### src/rtl/uart_tx_fifo.sv
// uart_tx_fifo: 8N1 UART transmitter fed from a small FIFO over a valid/ready handshake.
// Define UART_TX_PARITY_EN to insert an even-parity bit after data bit 7.
module uart_tx_fifo #(
    parameter int CLK_FREQ = 100000000,
    parameter int BAUD     = 115200,
    parameter int FIFO_AW  = 2
) (
    input  logic               clk,
    input  logic               rst_n,
    input  logic [7:0]         tx_data,
    input  logic               tx_valid,
    output logic               tx_ready,
    output logic               tx,
    output logic               busy,
    output logic [FIFO_AW:0]   fifo_count
);

    localparam int DIV   = CLK_FREQ / BAUD;
    localparam int DEPTH = 1 << FIFO_AW;
    localparam int CNT_W = (DIV > 1) ? $clog2(DIV) : 1;
    localparam int FC_W  = FIFO_AW + 1;
    localparam logic [CNT_W-1:0] CNT_LAST = CNT_W'(DIV - 1);
    localparam logic [FC_W-1:0]  FULL_CNT = FC_W'(DEPTH);

`ifdef UART_TX_PARITY_EN
    typedef enum logic [2:0] {IDLE, START, DATA, PARITY, STOP} state_t;
`else
    typedef enum logic [1:0] {IDLE, START, DATA, STOP} state_t;
`endif

    logic [7:0]         mem [DEPTH];
    logic [FIFO_AW-1:0] wr_ptr;
    logic [FIFO_AW-1:0] rd_ptr;
    logic               push;
    logic               pop;
    logic               fifo_nonempty;
    logic [7:0]         head;

    state_t             state, state_n;
    logic [CNT_W-1:0]   baud_cnt, baud_cnt_n;
    logic [2:0]         bit_idx, bit_idx_n;
    logic [7:0]         shift, shift_n;
    logic               tx_n;
    logic               baud_end;
`ifdef UART_TX_PARITY_EN
    logic               parity, parity_n;
`endif

    // Full/empty come only from the registered count, so tx_ready never depends on a same-cycle pop.
    assign tx_ready      = (fifo_count != FULL_CNT);
    assign push          = tx_valid && tx_ready;
    assign fifo_nonempty = (fifo_count != '0);
    assign head          = mem[rd_ptr];
    assign busy          = (state != IDLE) || fifo_nonempty;
    assign baud_end      = (baud_cnt == CNT_LAST);

    always_ff @(posedge clk or negedge rst_n) begin
        if (!rst_n) begin
            wr_ptr     <= '0;
            rd_ptr     <= '0;
            fifo_count <= '0;
        end else begin
            if (push) wr_ptr <= wr_ptr + 1'b1;
            if (pop)  rd_ptr <= rd_ptr + 1'b1;
            case ({push, pop})
                2'b10:   fifo_count <= fifo_count + 1'b1;
                2'b01:   fifo_count <= fifo_count - 1'b1;
                default: fifo_count <= fifo_count;
            endcase
        end
    end

    always_ff @(posedge clk) begin
        if (push) mem[wr_ptr] <= tx_data;
    end

    always_comb begin
        state_n    = state;
        baud_cnt_n = baud_cnt;
        bit_idx_n  = bit_idx;
        shift_n    = shift;
        tx_n       = tx;
        pop        = 1'b0;
`ifdef UART_TX_PARITY_EN
        parity_n   = parity;
`endif
        case (state)
            IDLE: begin
                tx_n       = 1'b1;
                baud_cnt_n = '0;
                if (fifo_nonempty) begin
                    shift_n = head;
                    pop     = 1'b1;
                    state_n = START;
                    tx_n    = 1'b0;
`ifdef UART_TX_PARITY_EN
                    parity_n = ^head;
`endif
                end
            end
            START: begin
                if (baud_end) begin
                    baud_cnt_n = '0;
                    bit_idx_n  = '0;
                    tx_n       = shift[0];
                    state_n    = DATA;
                end else begin
                    baud_cnt_n = baud_cnt + 1'b1;
                end
            end
            DATA: begin
                if (baud_end) begin
                    baud_cnt_n = '0;
                    shift_n    = shift >> 1;
                    bit_idx_n  = bit_idx + 3'd1;
                    if (bit_idx == 3'd7) begin
`ifdef UART_TX_PARITY_EN
                        tx_n    = parity;
                        state_n = PARITY;
`else
                        tx_n    = 1'b1;
                        state_n = STOP;
`endif
                    end else begin
                        tx_n = shift[1];
                    end
                end else begin
                    baud_cnt_n = baud_cnt + 1'b1;
                end
            end
`ifdef UART_TX_PARITY_EN
            PARITY: begin
                if (baud_end) begin
                    baud_cnt_n = '0;
                    tx_n       = 1'b1;
                    state_n    = STOP;
                end else begin
                    baud_cnt_n = baud_cnt + 1'b1;
                end
            end
`endif
            STOP: begin
                if (baud_end) begin
                    baud_cnt_n = '0;
                    // Chain straight into the next start bit so queued frames leave no idle gap.
                    if (fifo_nonempty) begin
                        shift_n = head;
                        pop     = 1'b1;
                        state_n = START;
                        tx_n    = 1'b0;
`ifdef UART_TX_PARITY_EN
                        parity_n = ^head;
`endif
                    end else begin
                        tx_n    = 1'b1;
                        state_n = IDLE;
                    end
                end else begin
                    baud_cnt_n = baud_cnt + 1'b1;
                end
            end
            default: begin
                tx_n       = 1'b1;
                baud_cnt_n = '0;
                state_n    = IDLE;
            end
        endcase
    end

    always_ff @(posedge clk or negedge rst_n) begin
        if (!rst_n) begin
            state    <= IDLE;
            baud_cnt <= '0;
            bit_idx  <= '0;
            tx       <= 1'b1;
        end else begin
            state    <= state_n;
            baud_cnt <= baud_cnt_n;
            bit_idx  <= bit_idx_n;
            tx       <= tx_n;
        end
    end

    // Payload registers carry no reset; they are always reloaded before being shifted out.
    always_ff @(posedge clk) begin
        shift <= shift_n;
`ifdef UART_TX_PARITY_EN
        parity <= parity_n;
`endif
    end

endmodule

### config.mk
export PLATFORM = sky130hd
export DESIGN_NAME = uart_tx_fifo
export DESIGN_NICKNAME = d
export VERILOG_FILES = /design/src/rtl/uart_tx_fifo.sv
export SDC_FILE = /design/constraint.sdc
export NUM_CORES = 1
export LEC_CHECK = 0
export BUFFER_PORTS_ARGS = -buffer_cell sky130_fd_sc_hd__buf_4
export CORE_MARGIN = 5
export CORE_UTILIZATION = 55
export CTS_BUF_LIST = sky130_fd_sc_hd__clkbuf_16
export CTS_CLUSTER_SIZE = 12
export DETAILED_ROUTE_END_ITERATION = 8
export PLACE_DENSITY = 0.73
export SLEW_MARGIN = 10
export SYNTH_ARGS = -nofsm -noshare
export SYNTH_HDL_FRONTEND = slang
export SYNTH_SLANG_ARGS = --single-unit
### constraint.sdc
create_clock -name clk -period 5.4 [get_ports clk]
set_input_delay 1.08 -clock clk [delete_from_list [all_inputs] [get_ports clk]]
set_output_delay 1.08 -clock clk [all_outputs]
set_load 0.005 [all_outputs]
==> results of run 1 <==
## Yosys cell counts, types with 3 or more instances
cell type | count | area, µm²
nand3_1 | 7 | 35.0
and3_1 | 5 | 31.3
edfxtp_1 | 40 | 1200
dfrtp_1 | 22 | 551
xor2_1 | 6 | 52.6
mux2_2 | 3 | 33.8
nand2_1 | 8 | 30.0
clkbuf_1 | 4 | 15.0
mux4_2 | 8 | 180
inv_1 | 14 | 52.6
a22o_1 | 7 | 61.3
nor2_1 | 15 | 56.3
o211ai_1 | 3 | 22.5
ha_1 | 14 | 175
xnor2_1 | 8 | 70.1
## power groups by stage
stage	Combinational (W)	Clock, W	Sequential (W)
final	0.000197	0.000552	0.000635
after global routing	0.000223	0.000591	0.000641
after CTS	0.000200	0.000561	0.000636
after detailed placement	0.000198	0	0.000644
after global placement	0.000189	0	0.000635
after floorplan	0.000129	0	0.000633
## metrics by stage
step                power [W]   util  worst slack, ps  hold slack [ps]
finish                0.00138  0.658             2860              492
global route          0.00146  0.658             2660              530
global placement     0.000824  0.601             2920              476
CTS                   0.00140  0.658             2840              493
detailed placement   0.000842  0.601             2810              487
floorplan            0.000762      -             3070              455
## cell families after synthesis
family | after synthesis | synth area share
AO/OA/AOI/OAI | 23 | 0.0639
XOR/XNOR | 14 | 0.0423
adder cells (fa/ha/maj) | 15 | 0.0673
buffers and inverters | 21 | 0.0315
flip-flops | 63 | 0.613
multiplexers | 13 | 0.0807
AND/OR/NAND/NOR | 51 | 0.101
## layer usage
| metal | up-vias | global-route usage | routed length, µm |
|---|---|---|---|
| met3 | 8 | 0.0607 | 279 |
| met2 | 39 | 0.244 | 2290 |
| li1 | 778 | - | - |
| met5 | - | 0 | 0 |
| met4 | 0 | 0.0899 | 99 |
| met1 | 822 | 0.250 | 2260 |
## worst min path at each step
stage,to,startpoint,depth (start not counted),slack (ps)
floorplan,baud_cnt[0]$_DFF_PN0_,baud_cnt[0]$_DFF_PN0_,1,450
global placement,baud_cnt[0]$_DFF_PN0_,baud_cnt[0]$_DFF_PN0_,1,480
detailed placement,baud_cnt[0]$_DFF_PN0_,baud_cnt[0]$_DFF_PN0_,1,490
CTS,baud_cnt[0]$_DFF_PN0_,baud_cnt[0]$_DFF_PN0_,1,490
global route,baud_cnt[0]$_DFF_PN0_,baud_cnt[0]$_DFF_PN0_,1,530
finish,baud_cnt[0]$_DFF_PN0_,baud_cnt[0]$_DFF_PN0_,1,490
## critical path, stage by stage (launching register included)
cell and delay, ps:
dfrtp_1 410, inv_1 130, ha_1 420, or2_2 370, a221oi_1 830
## flip-flops by register name, summed over array words and instances, names as in the netlist
name        flops
shift           8
fifo_count      3
rd_ptr          2
baud_cnt       10
wr_ptr          2
bit_idx         3
state           2
tx              1
mem            32
## area by class of cell
type | count | area, µm² | share of cell area
flip-flops and latches | 63 | 1780 | 0.529
multi-input cells | 116 | 1030 | 0.307
well taps | 70 | 87.6 | 0.0261
repair buffers | 16 | 120 | 0.0358
inverters | 14 | 52.6 | 0.0156
clock buffers | 9 | 225 | 0.0670
clock inverters | 7 | 65.1 | 0.0194
==> summary.txt, run 1 <==
Outcome
  • Outcome: finished, final reports clean

Timing
  • Max frequency: 393 MHz
  • RSZ-0062 raised after global routing: no
  • Skew final: 4.04 ps
  • Setup Viol. Count Final: 0
  • Setup TNS: 0 ps
  • Worst-margin pin slew: 992 ps
  • Fin crit share: 0.471
  • Post-layout minimum cycle time: approximately 2500 ps
  • Fin. Hold Viols: 0
  • Max_slew headroom: 0.339
  • Max Slew Vio Count: 0

Placed design
  • Placed cell areas: between 0.003 and 0.004 mm²
  • Port bufs: 16
  • Cell total after placement: ~280
  • Placer congestion estimate: 0.813
  • HPWL Detailed: approximately 3.5 mm

Worst setup path
  • Crit path capture: shift[0]$_DFFE_PP_
  • Critical Path RT: about 5400 ps
  • Worst Setup End Kind: flip-flop
  • Flop2flop setup slack: around 2900 ps
  • Reg2reg start: state[0]$_DFFE_PN0P_
  • CP Launch Type: flip-flop
  • Critical setup path kind: reg -> reg
  • Worst EP arrival: ~2500 ps
  • Crit path max fanout: 19
  • RR Endpoint: shift[0]$_DFFE_PP_
  • CP Launch Point: state[0]$_DFFE_PN0P_
  • Reg2Reg Depth: 4

Cells and area
  • Final nets: between 200 and 250
  • Most common cell after layout, fill and taps aside: edfxtp_1
  • Most frequent cells in the layout: edfxtp_1 (40), dfrtp_1 (22), buf_4 (16)
  • Syn-to-layout area delta: 15.8%
  • Final instance area: between 0.003 and 0.004 mm²
  • Fill cells: 370
  • Non-Filler Instances: 295
  • Antenna cells: 0
  • Share of cells above drive strength 1: 0.222

Power
  • Peak VDD IR: around 0.31 mV
  • Total net switching power: roughly 0.00034 W
  • Static Leak: roughly 1.3 nW
  • Clock power frac: 0.399
  • Sw Ratio: 0.249
  • Reg power frac: 0.459
  • P per Cell Area: just over 400 mW/mm²
  • Int Pwr: 0.00104 W
  • Comb pwr share: 0.142

Route
  • Residual DRC: 0
  • 1st-iter DRT viols: between 100 and 150
  • Average wire per standard cell: 16.7 µm
  • Remaining antenna violation count: 0
  • Routed vias/inst: roughly 5.6
  • Pre-antenna DRT Iters: 4
  • Total Wirelength: 4.93 mm
  • Via Count: between 1500 and 2000

Clock network
  • Root Buffer: clkbuf_16
  • Reg clk slew, reported paths: 50 ps
  • Clock buffer depth: 2
  • Clk sinks: between 60 and 70
  • Setup bufs post-CTS: 0
  • Post-CTS Hold Buffers: 0
  • CTS Buf Count: 9
  • CTS tree: yes
  • H-tree Lvls: 3
  • Post_cts resized: 0
  • Worst-Skew Late Latency: 330 ps

Job
  • Max_cap viols: 0

Die
  • I/O Pins: 17
  • Core Region: just over 0.005 mm²
  • Die Ht: between 80 and 90 µm
  • Die Span X: slightly above 80 µm
  • Initial core utilization: 0.568
  • Die ar.: 0.00683 mm²
  • Row count: 26

Global routing
  • Number of global-route vias before repair: between 1500 and 2000
  • Gr ovfl total: 0
  • First-pass GRT wire length: about 8.5 mm
  • Largest net degree at the start of global routing: 24
  • GRT Util Overall: 0.177
  • Initial antenna violation count: 0

Synthesis
  • Fraction of registers with async set/reset: 0.365
  • Distinct cells, synth: 46
  • Seq/Total Area, Yosys: 0.613
  • Ys flop type: edfxtp_1
  • Synthesized instance count: 200
  • Syn. warnings: 0
  • Synth Cell Area: 0.00290 mm²
  • Post-Syn Nets: 226
  • Count of state elements after synthesis: 63
  • Average size of a mapped cell: between 10 and 15 µm²
  • EDFF count, synth: 40

Min path
  • Worst hold path class: reg -> reg
Power figures use the tool's default switching activity.
==> run 2, diff against run 1 <==
==> constraint.sdc (replaced) <==
create_clock -name clk -period 2.4 [get_ports clk]
set_input_delay 0.48 -clock clk [delete_from_list [all_inputs] [get_ports clk]]
set_output_delay 0.48 -clock clk [all_outputs]
set_load 0.005 [all_outputs]
==> summary.txt, run 2 (synthesis gave the netlist of run 1 again) <==
Clock network
  • CTS Buf Count: 9
  • CTS tree: yes
  • Reg clk slew, reported paths: 50 ps
  • Worst-Skew Late Latency: approximately 320 ps
  • Clock buffer depth: 2
  • Post-CTS Hold Buffers: 0
  • Root Buffer: clkbuf_16
  • Clk sinks: 63
  • H-tree Lvls: 3

Global routing
  • First-pass GRT wire length: between 8 and 9 mm
  • Initial antenna violation count: 0
  • Largest net degree at the start of global routing: 24
  • Number of global-route vias before repair: roughly 1700
  • Gr ovfl total: 0
  • GRT Util Overall: 0.174

Placed design
  • Placer congestion estimate: approximately 0.85
  • Placed cell areas: 0.00309 mm²
  • Cell total after placement: around 280
  • Port bufs: 16
  • HPWL Detailed: 3.49 mm

Route
  • Via Count: 1637
  • Remaining antenna violation count: 0
  • Residual DRC: 0
  • Average wire per standard cell: about 16 µm
  • Routed vias/inst: between 5 and 6
  • 1st-iter DRT viols: 60
  • Total Wirelength: around 5 mm
  • Pre-antenna DRT Iters: 4

Die
  • I/O Pins: 17
  • Core Region: approximately 0.0051 mm²
  • Die Span X: 82.6 µm
  • Row count: 26
  • Die ar.: about 0.007 mm²
  • Initial core utilization: 0.568
  • Die Ht: 82.6 µm

Cells and area
  • Share of cells above drive strength 1: 0.279
  • Final nets: approximately 250
  • Most common cell after layout, fill and taps aside: edfxtp_1
  • Antenna cells: 0
  • Max FFs per register: 32
  • Non-Filler Instances: ~300
  • Final instance area: about 0.0034 mm²
  • Syn-to-layout area delta: 18.0%
  • Util after Layout: 0.670
  • Most frequent cells in the layout: edfxtp_1 (40), buf_4 (24), dfrtp_1 (21)
  • Largest Register: mem
  • Top Registers: mem (32), baud_cnt (10), shift (8)

Timing
  • Fin crit share: 0.959
  • Setup Viol. Count Final: 0
  • RSZ-0062 raised after global routing: no
  • Max_slew headroom: 0.612
  • Max frequency: between 400 and 500 MHz
  • Hold WS: between 50 and 60 ps
  • Fin. Hold Viols: 0
  • Skew final: about 3.9 ps
  • Max Slew Vio Count: 0
  • Worst-margin pin slew: 582 ps
  • Post-layout minimum cycle time: between 2000 and 2500 ps

Worst setup path
  • Flop2flop setup slack: a little under 100 ps
  • Crit path buf inv count: 2
  • Worst EP arrival: 2540 ps
  • Reg2Reg Depth: 9
  • RR Endpoint: fifo_count[2]$_DFFE_PN0P_
  • Worst path max stage delay: 460 ps
  • Top delay family on crit path: adder cells
  • Slowest cell on crit path: dfrtp_1
  • Worst Setup End Kind: flip-flop
  • Crit path cell chain: inv_2, ha_2, nor3_2, ha_2, inv_1, fa_1, xor2_1, nor2_1, xor2_1
  • Crit path max fanout: 6
  • Critical setup path kind: reg -> reg
  • Reg2reg start: state[1]$_DFFE_PN0P_
  • Critical Path RT: roughly 2600 ps
  • CP Launch Type: flip-flop

Power
  • P per Cell Area: 876 mW/mm²
  • Static Leak: between 1 and 1.5 nW
  • Peak VDD IR: approximately 0.64 mV
  • Total power: around 0.003 W

Job
  • Max_cap viols: 0

Min path
  • Worst hold path class: in -> async

Outcome
  • Outcome: finished, final reports clean
run 2: cell count changes in the layout (fill, tap and decap cells not counted), moves of 2 or more:
cell / delta
ha_1: -3
clkinvlp_4: +2
inv_2: +2
inv_1: -2
ha_2: +2
buf_4: +8
run 2: worst max-delay path by stage:
stage	from	endpoint	slack [ps]	cells past startpoint
floorplan	state[1]$_DFFE_PN0P_	fifo_count[2]$_DFFE_PN0P_	130	10
global placement	baud_cnt[0]$_DFF_PN0_	fifo_count[2]$_DFFE_PN0P_	100	10
detailed placement	baud_cnt[0]$_DFF_PN0_	fifo_count[2]$_DFFE_PN0P_	-30	10
CTS	state[0]$_DFFE_PN0P_	fifo_count[2]$_DFFE_PN0P_	0.6	10
global route	baud_cnt[0]$_DFF_PN0_	fifo_count[2]$_DFFE_PN0P_	10	10
finish	state[1]$_DFFE_PN0P_	fifo_count[2]$_DFFE_PN0P_	100	9
run 2: worst reg2reg max path: stages (launching register included):
cell and delay (ps):
dfrtp_1 460, inv_2 120, ha_2 280, nor3_2 270, ha_2 240, inv_1 50
fa_1 380, xor2_1 150, nor2_1 110, xor2_1 150
run 2: metrics by stage:
stage	setup WS (ps)	TNS [ps]
after floorplan	131	0
after global placement	103	0
after detailed placement	-30.7	-30.7
after CTS	0.633	0
after global routing	12.6	0
final	98.4	0
run 2: final cells by class:
class	count	area [µm²]
clock buffer	9	225
clock inverter	7	41.3
fill	361	1690
inverter	14	52.6
multi-input combinational	116	1060
sequential	63	1780
tap	70	87.6
timing repair buffer	24	180
run 2: power by group:
| group | switching, W | total (W) | leakage, nW | internal [W] |
|---|---|---|---|---|
| clock | 0.000434 | 0.00112 | 0.128 | 0.000686 |
| combinational | 0.000243 | 0.000449 | 0.580 | 0.000206 |
| sequential | 0.0000894 | 0.00143 | 0.650 | 0.00134 |
| total | 0.000767 | 0.00300 | 1.36 | 0.00223 |
run 2: timing repair:
action / 4_1_cts / 5_1_grt
endpoints found under the setup margin: 1 / 1
cloned: 0 / 0
setup buffers: 4 / 1
pin swaps: 3 / 1
resized for setup: 4 / 4
run 2: per-layer routing:
layer / vias to the layer above / wire length (µm) / global-route usage
li1: 795 / - / -
met1: 807 / 2310 / 0.237
met2: 24 / 2400 / 0.268
met3: 11 / 161 / 0.0401
met4: 0 / 88 / 0.0735
met5: - / 0 / 0
